$ cat src/rtl/store_buffer.sv
// rtl/store_buffer.sv - circular store buffer with youngest-match load forwarding
module store_buffer #(
  parameter int DEPTH = 4,
  parameter int AW    = 32,
  parameter int DW    = 32
) (
  input  logic          clk,
  input  logic          reset,
  input  logic          push,
  input  logic [AW-1:0] push_addr,
  input  logic [DW-1:0] push_data,
  input  logic          push_byte,
  output logic          full,
  output logic          empty,
  output logic          drain_valid,
  output logic [AW-1:0] drain_addr,
  output logic [DW-1:0] drain_data,
  output logic          drain_byte,
  input  logic          drain_ready,
  input  logic          ld_valid,
  input  logic [AW-1:0] ld_addr,
  output logic          ld_hit,
  output logic [DW-1:0] ld_data,
  output logic          ld_stall
);

  localparam int PW = (DEPTH > 1) ? $clog2(DEPTH) : 1;

  logic [AW-1:0] addr_q [DEPTH];
  logic [DW-1:0] data_q [DEPTH];
  logic          byte_q [DEPTH];

  logic [PW-1:0] head;
  logic [PW-1:0] tail;
  logic [PW:0]   count;

  logic          push_ok;
  logic          pop;

  assign full        = (count == (PW+1)'(DEPTH));
  assign empty       = (count == '0);
  assign drain_valid = !empty;
  assign drain_addr  = addr_q[head];
  assign drain_data  = data_q[head];
  assign drain_byte  = byte_q[head];

  // A push into a full buffer is dropped even when a pop frees a slot this cycle.
  assign push_ok = push && !full;
  assign pop     = drain_valid && drain_ready;

  always_ff @(posedge clk or negedge reset) begin
    if (!reset) begin
      head  <= '0;
      tail  <= '0;
      count <= '0;
    end else begin
      if (push_ok) tail <= tail + PW'(1);
      if (pop)     head <= head + PW'(1);
      case ({push_ok, pop})
        2'b10:   count <= count + (PW+1)'(1);
        2'b01:   count <= count - (PW+1)'(1);
        default: count <= count;
      endcase
    end
  end

  always_ff @(posedge clk) begin
    if (push_ok) begin
      addr_q[tail] <= push_addr;
      data_q[tail] <= push_data;
      byte_q[tail] <= push_byte;
    end
  end

  logic [PW-1:0] lk_idx;
  logic          lk_found;
  logic          lk_byte;
  logic [DW-1:0] lk_data;

  // Walk entries oldest to youngest from head so the last match is the youngest.
  always_comb begin
    lk_idx   = '0;
    lk_found = 1'b0;
    lk_byte  = 1'b0;
    lk_data  = '0;
    for (int i = 0; i < DEPTH; i++) begin
      lk_idx = head + PW'(i);
      if (ld_valid && ((PW+1)'(i) < count) &&
          (addr_q[lk_idx][AW-1:2] == ld_addr[AW-1:2])) begin
        lk_found = 1'b1;
        lk_byte  = byte_q[lk_idx];
        lk_data  = data_q[lk_idx];
      end
    end
  end

  assign ld_hit   = lk_found && !lk_byte;
  assign ld_stall = lk_found && lk_byte;
  assign ld_data  = ld_hit ? lk_data : '0;

endmodule
$ cat config.mk
export PLATFORM = sky130hd
export DESIGN_NAME = store_buffer
export DESIGN_NICKNAME = d
export VERILOG_FILES = /design/src/rtl/store_buffer.sv
export SDC_FILE = /design/constraint.sdc
export NUM_CORES = 1
export LEC_CHECK = 0
export BUFFER_PORTS_ARGS = -buffer_cell sky130_fd_sc_hd__buf_2
export CAP_MARGIN = 0
export CORE_ASPECT_RATIO = 1.4
export CORE_UTILIZATION = 45
export CTS_CLUSTER_DIAMETER = 200
export DETAILED_ROUTE_END_ITERATION = 10
export PLACE_DENSITY_LB_ADDON = 0.05
export SKIP_CTS_REPAIR_TIMING = 1
export SYNTH_ARGS = -nofsm -noshare
export SYNTH_HDL_FRONTEND = slang
export SYNTH_SLANG_ARGS = --single-unit
$ cat constraint.sdc
create_clock -name clk -period 3.85 [get_ports clk]
set_input_delay 0.1925 -clock clk [delete_from_list [all_inputs] [get_ports clk]]
set_output_delay 0.1925 -clock clk [all_outputs]
set_load 0.005 [all_outputs]
==> flow_summary.json <==
{
  "drtAntennaViolNets": 0,
  "cp-start-kind": "flop",
  "postLayoutCellArea_mm2": 0.02364,
  "ys_warn_count": 0,
  "irDropWorstVdd_v": 0.0004305,
  "drive_gt1_share_pct": 38.34,
  "syn_nets": 1606,
  "critPathLaunch": "head[0]",
  "r2r_start": "count[1]",
  "rsz0062_at_grt": "yes",
  "hpwlAfterDp_um": 43920,
  "worst_setup_path_end_kind": "primary output",
  "boundaryPins": 204,
  "cts_htree_levels": 1,
  "synth_flop_cell": "edfxtp_1",
  "worst-path-buf-inv": 5,
  "pwr_density_cell_mw_per_mm2": 733.5,
  "fin_skew_ps": 11.83,
  "clock_sinks": 267,
  "cp_top_family": "simple AND/OR/NAND/NOR gates",
  "die_w_um": 170.4,
  "first_iter_violations": 1009,
  "dieHeight_um": 237.8,
  "final-hold-violation-count": 0,
  "dpl.cell_count": 2326,
  "holdPathStages": 3,
  "worst_slack_ps": -772.3,
  "synth_edf_count": 260,
  "cts_tree": "built",
  "grtUsageTotal_pct": 28.96,
  "drt-pass1-iter-count": 5,
  "syn2layout_area_growth_pct": 32.32,
  "synth-seq-cells": 267,
  "final.fill_count": 3262,
  "antenna_found_initial": 0,
  "numCtsBuffers": 27,
  "via_per_inst": 6.113,
  "routed_wl_um": 61130,
  "antenna_cells": 0,
  "cp.arrival_ps": 4430,
  "grt_use_met3_pct": 3.280,
  "final_cells": 2471,
  "regToRegSetupSlack_ps": 1230,
  "crit_fanout": 8,
  "hold-path-endpoint": "head[0]",
  "grt.busiest_layer": "met2",
  "grt_max_degree": 99,
  "yosysUniqueCellTypes": 73,
  "maxSlewViolCount": 0,
  "grt_pass1_wl_um": 87600,
  "cts_buffer_depth": 3,
  "io_buffer_count": 201,
  "synth-async-reset-ratio_pct": 2.622,
  "synth_area_per_cell_um2": 11.95,
  "netlist_instances": 1495,
  "critPathMaxStageDelay_ps": 610,
  "placement_rows": 86,
  "status": "finished, violations left",
  "maxSlewHeadroom_pct": 33.57,
  "violations": "setup timing",
  "drc": 0,
  "yosysSeqAreaShare_pct": 44.67,
  "insertion_delay_ps": 570,
  "dieArea_mm2": 0.04052,
  "hp-start": "drain_ready",
  "max_freq_ghz": 0.2163,
  "grt_pass1_vias": 14420,
  "finalCritPeriodShare_pct": 120.1,
  "worstSetupPathType": "flop to primary output",
  "root_buffer": "clkbuf_16",
  "grt-ovfl-total": 0,
  "drv_cap": 0,
  "crit_path_cell_trace": "buf_12 > buf_4 > mux4_2 > xnor2_2 > nand4_1 > or3_4 > or4_4 > buf_12 > buf_4 > a2111oi_4 > a2bb2oi_2 > o22ai_1 > nor3_1 > buf_2",
  "cpMaxStageDelayCell": "or4_4",
  "r2r_cells": 6,
  "tightest_slew_ps": 996.4,
  "gr-usage-met1_pct": 32.26,
  "place_area_mm2": 0.02111,
  "vias": 15110,
  "post_drt_wl_per_cell_um": 24.74,
  "syn_area_mm2": 0.01787,
  "use_met2_pct": 53.25,
  "coreArea_mm2": 0.03928,
  "finalSetupViolCount": 34,
  "initial_utilization_pct": 45.50,
  "routabilityCongestion": 0.9823,
  "p_leak_nw": 8.947,
  "r2r-end": "addr_q[2][26]",
  "utilization_pct": 60.20,
  "finalCriticalPeriod_ps": 4622,
  "final_nets": 2033,
  "required_ps": 3660,
  "worstHoldPathType": "primary input to flop",
  "clkTransAtPathRegs_ps": 70
}
-- worst max path at each step --
stage	endpoint	slack [ps]	depth (start not counted)
finish	ld_data[0]	-770	14
global route	ld_data[13]	-850	13
CTS	ld_data[5]	-1140	12
detailed placement	ld_data[5]	-510	13
global placement	ld_data[5]	-500	12
floorplan	ld_data[14]	40	18
-- flip-flops by register name, indices dropped and copies added, names as in the netlist --
register	cells
count	3
head	2
data_q	128
tail	2
byte_q	4
addr_q	128
-- stage by stage --
| stage | setup slack, ps | hold slack (ps) | setup TNS [ps] | power, mW |
|---|---|---|---|---|
| 6_report | -772.3 | 70.84 | -22330 | 17.34 |
| 5_1_grt | -847.3 | 59.15 | -27460 | 18.20 |
| 4_1_cts | -1137 | -559.9 | -29210 | 16.62 |
| 3_5_place_dp | -507.8 | 49.48 | -7950 | 14.10 |
| 3_3_place_gp | -504.0 | 43.64 | -7924 | 14.03 |
| 2_1_floorplan | 42.77 | -103.1 | 0 | 10.20 |
-- cell type report --
class | instances | area, um2 | share of cell area (%)
multi-input cells | 1044 | 9733 | 41.17
repair buffers | 544 | 4289 | 18.14
clock buffers | 32 | 694.4 | 2.937
flip-flops and latches | 267 | 7990 | 33.79
inverters | 38 | 147.6 | 0.6244
well taps | 528 | 660.6 | 2.794
clock inverters | 18 | 128.9 | 0.5451
-- cells in the final DEF (no fill, tap or decap), drive strengths merged, types with 23 or more instances in the layout --
master,instances
buf,472
edfxtp,260
mux2i,227
xnor2,101
dlygate4sd3,68
nor2,66
a221oi,57
mux2,54
a21oi,48
mux4,42
inv,41
nand2,39
clkbuf,36
nor3,34
o2111ai,32
o22ai,31
o31a,23
o221ai,23
-- power by group --
part | switching [mW] | total, mW | internal, mW
Clock | 1.12 | 2.49 | 1.36
Combinational | 5.62 | 10.7 | 5.06
Sequential | 0.326 | 4.18 | 3.86
Total | 7.07 | 17.3 | 10.3
-- cell families (layout without fill, tap and decap cells) --
family / after synthesis / after routing / synth area share, %
AO/OA/AOI/OAI: 361 / 361 / 15.89
XOR/XNOR: 116 / 116 / 5.686
adder cells (fa/ha/maj): 9 / 9 / 0.6302
buffers and inverters: 184 / 632 / 4.755
flip-flops: 267 / 267 / 44.67
multiplexers: 323 / 323 / 21.48
AND/OR/NAND/NOR: 235 / 235 / 6.883
-- cells in the mapped netlist (all sizes together) (23+ instances only) --
master / number / area, um2
nand2: 39 / 146.4
mux2: 54 / 608.1
o31a: 23 / 201.4
a21oi: 48 / 240.2
a221oi: 57 / 499.2
o22ai: 31 / 193.9
nor3: 34 / 170.2
o221ai: 23 / 201.4
mux2i: 227 / 2285
clkbuf: 69 / 260.2
buf: 77 / 446.7
o2111ai: 32 / 280.3
xnor2: 101 / 884.6
edfxtp: 260 / 7807
inv: 38 / 142.6
mux4: 42 / 945.9
nor2: 66 / 247.7
-- metal layers --
layer  up-vias  share of wire (%)
met3       165                4.6
met1      7508                 37
met5         -                  0
met2       556                 53
met4         0                5.8
li1       6876                  -
-- worst reg2reg max path: stages (launching register included) --
cell	delay (ps)
dfrtp_1	450
inv_1	120
ha_1	220
and2_1	150
nor2b_1	410
and2_4	610
buf_4	350
Note: power is estimated with default switching activity, not from simulation.
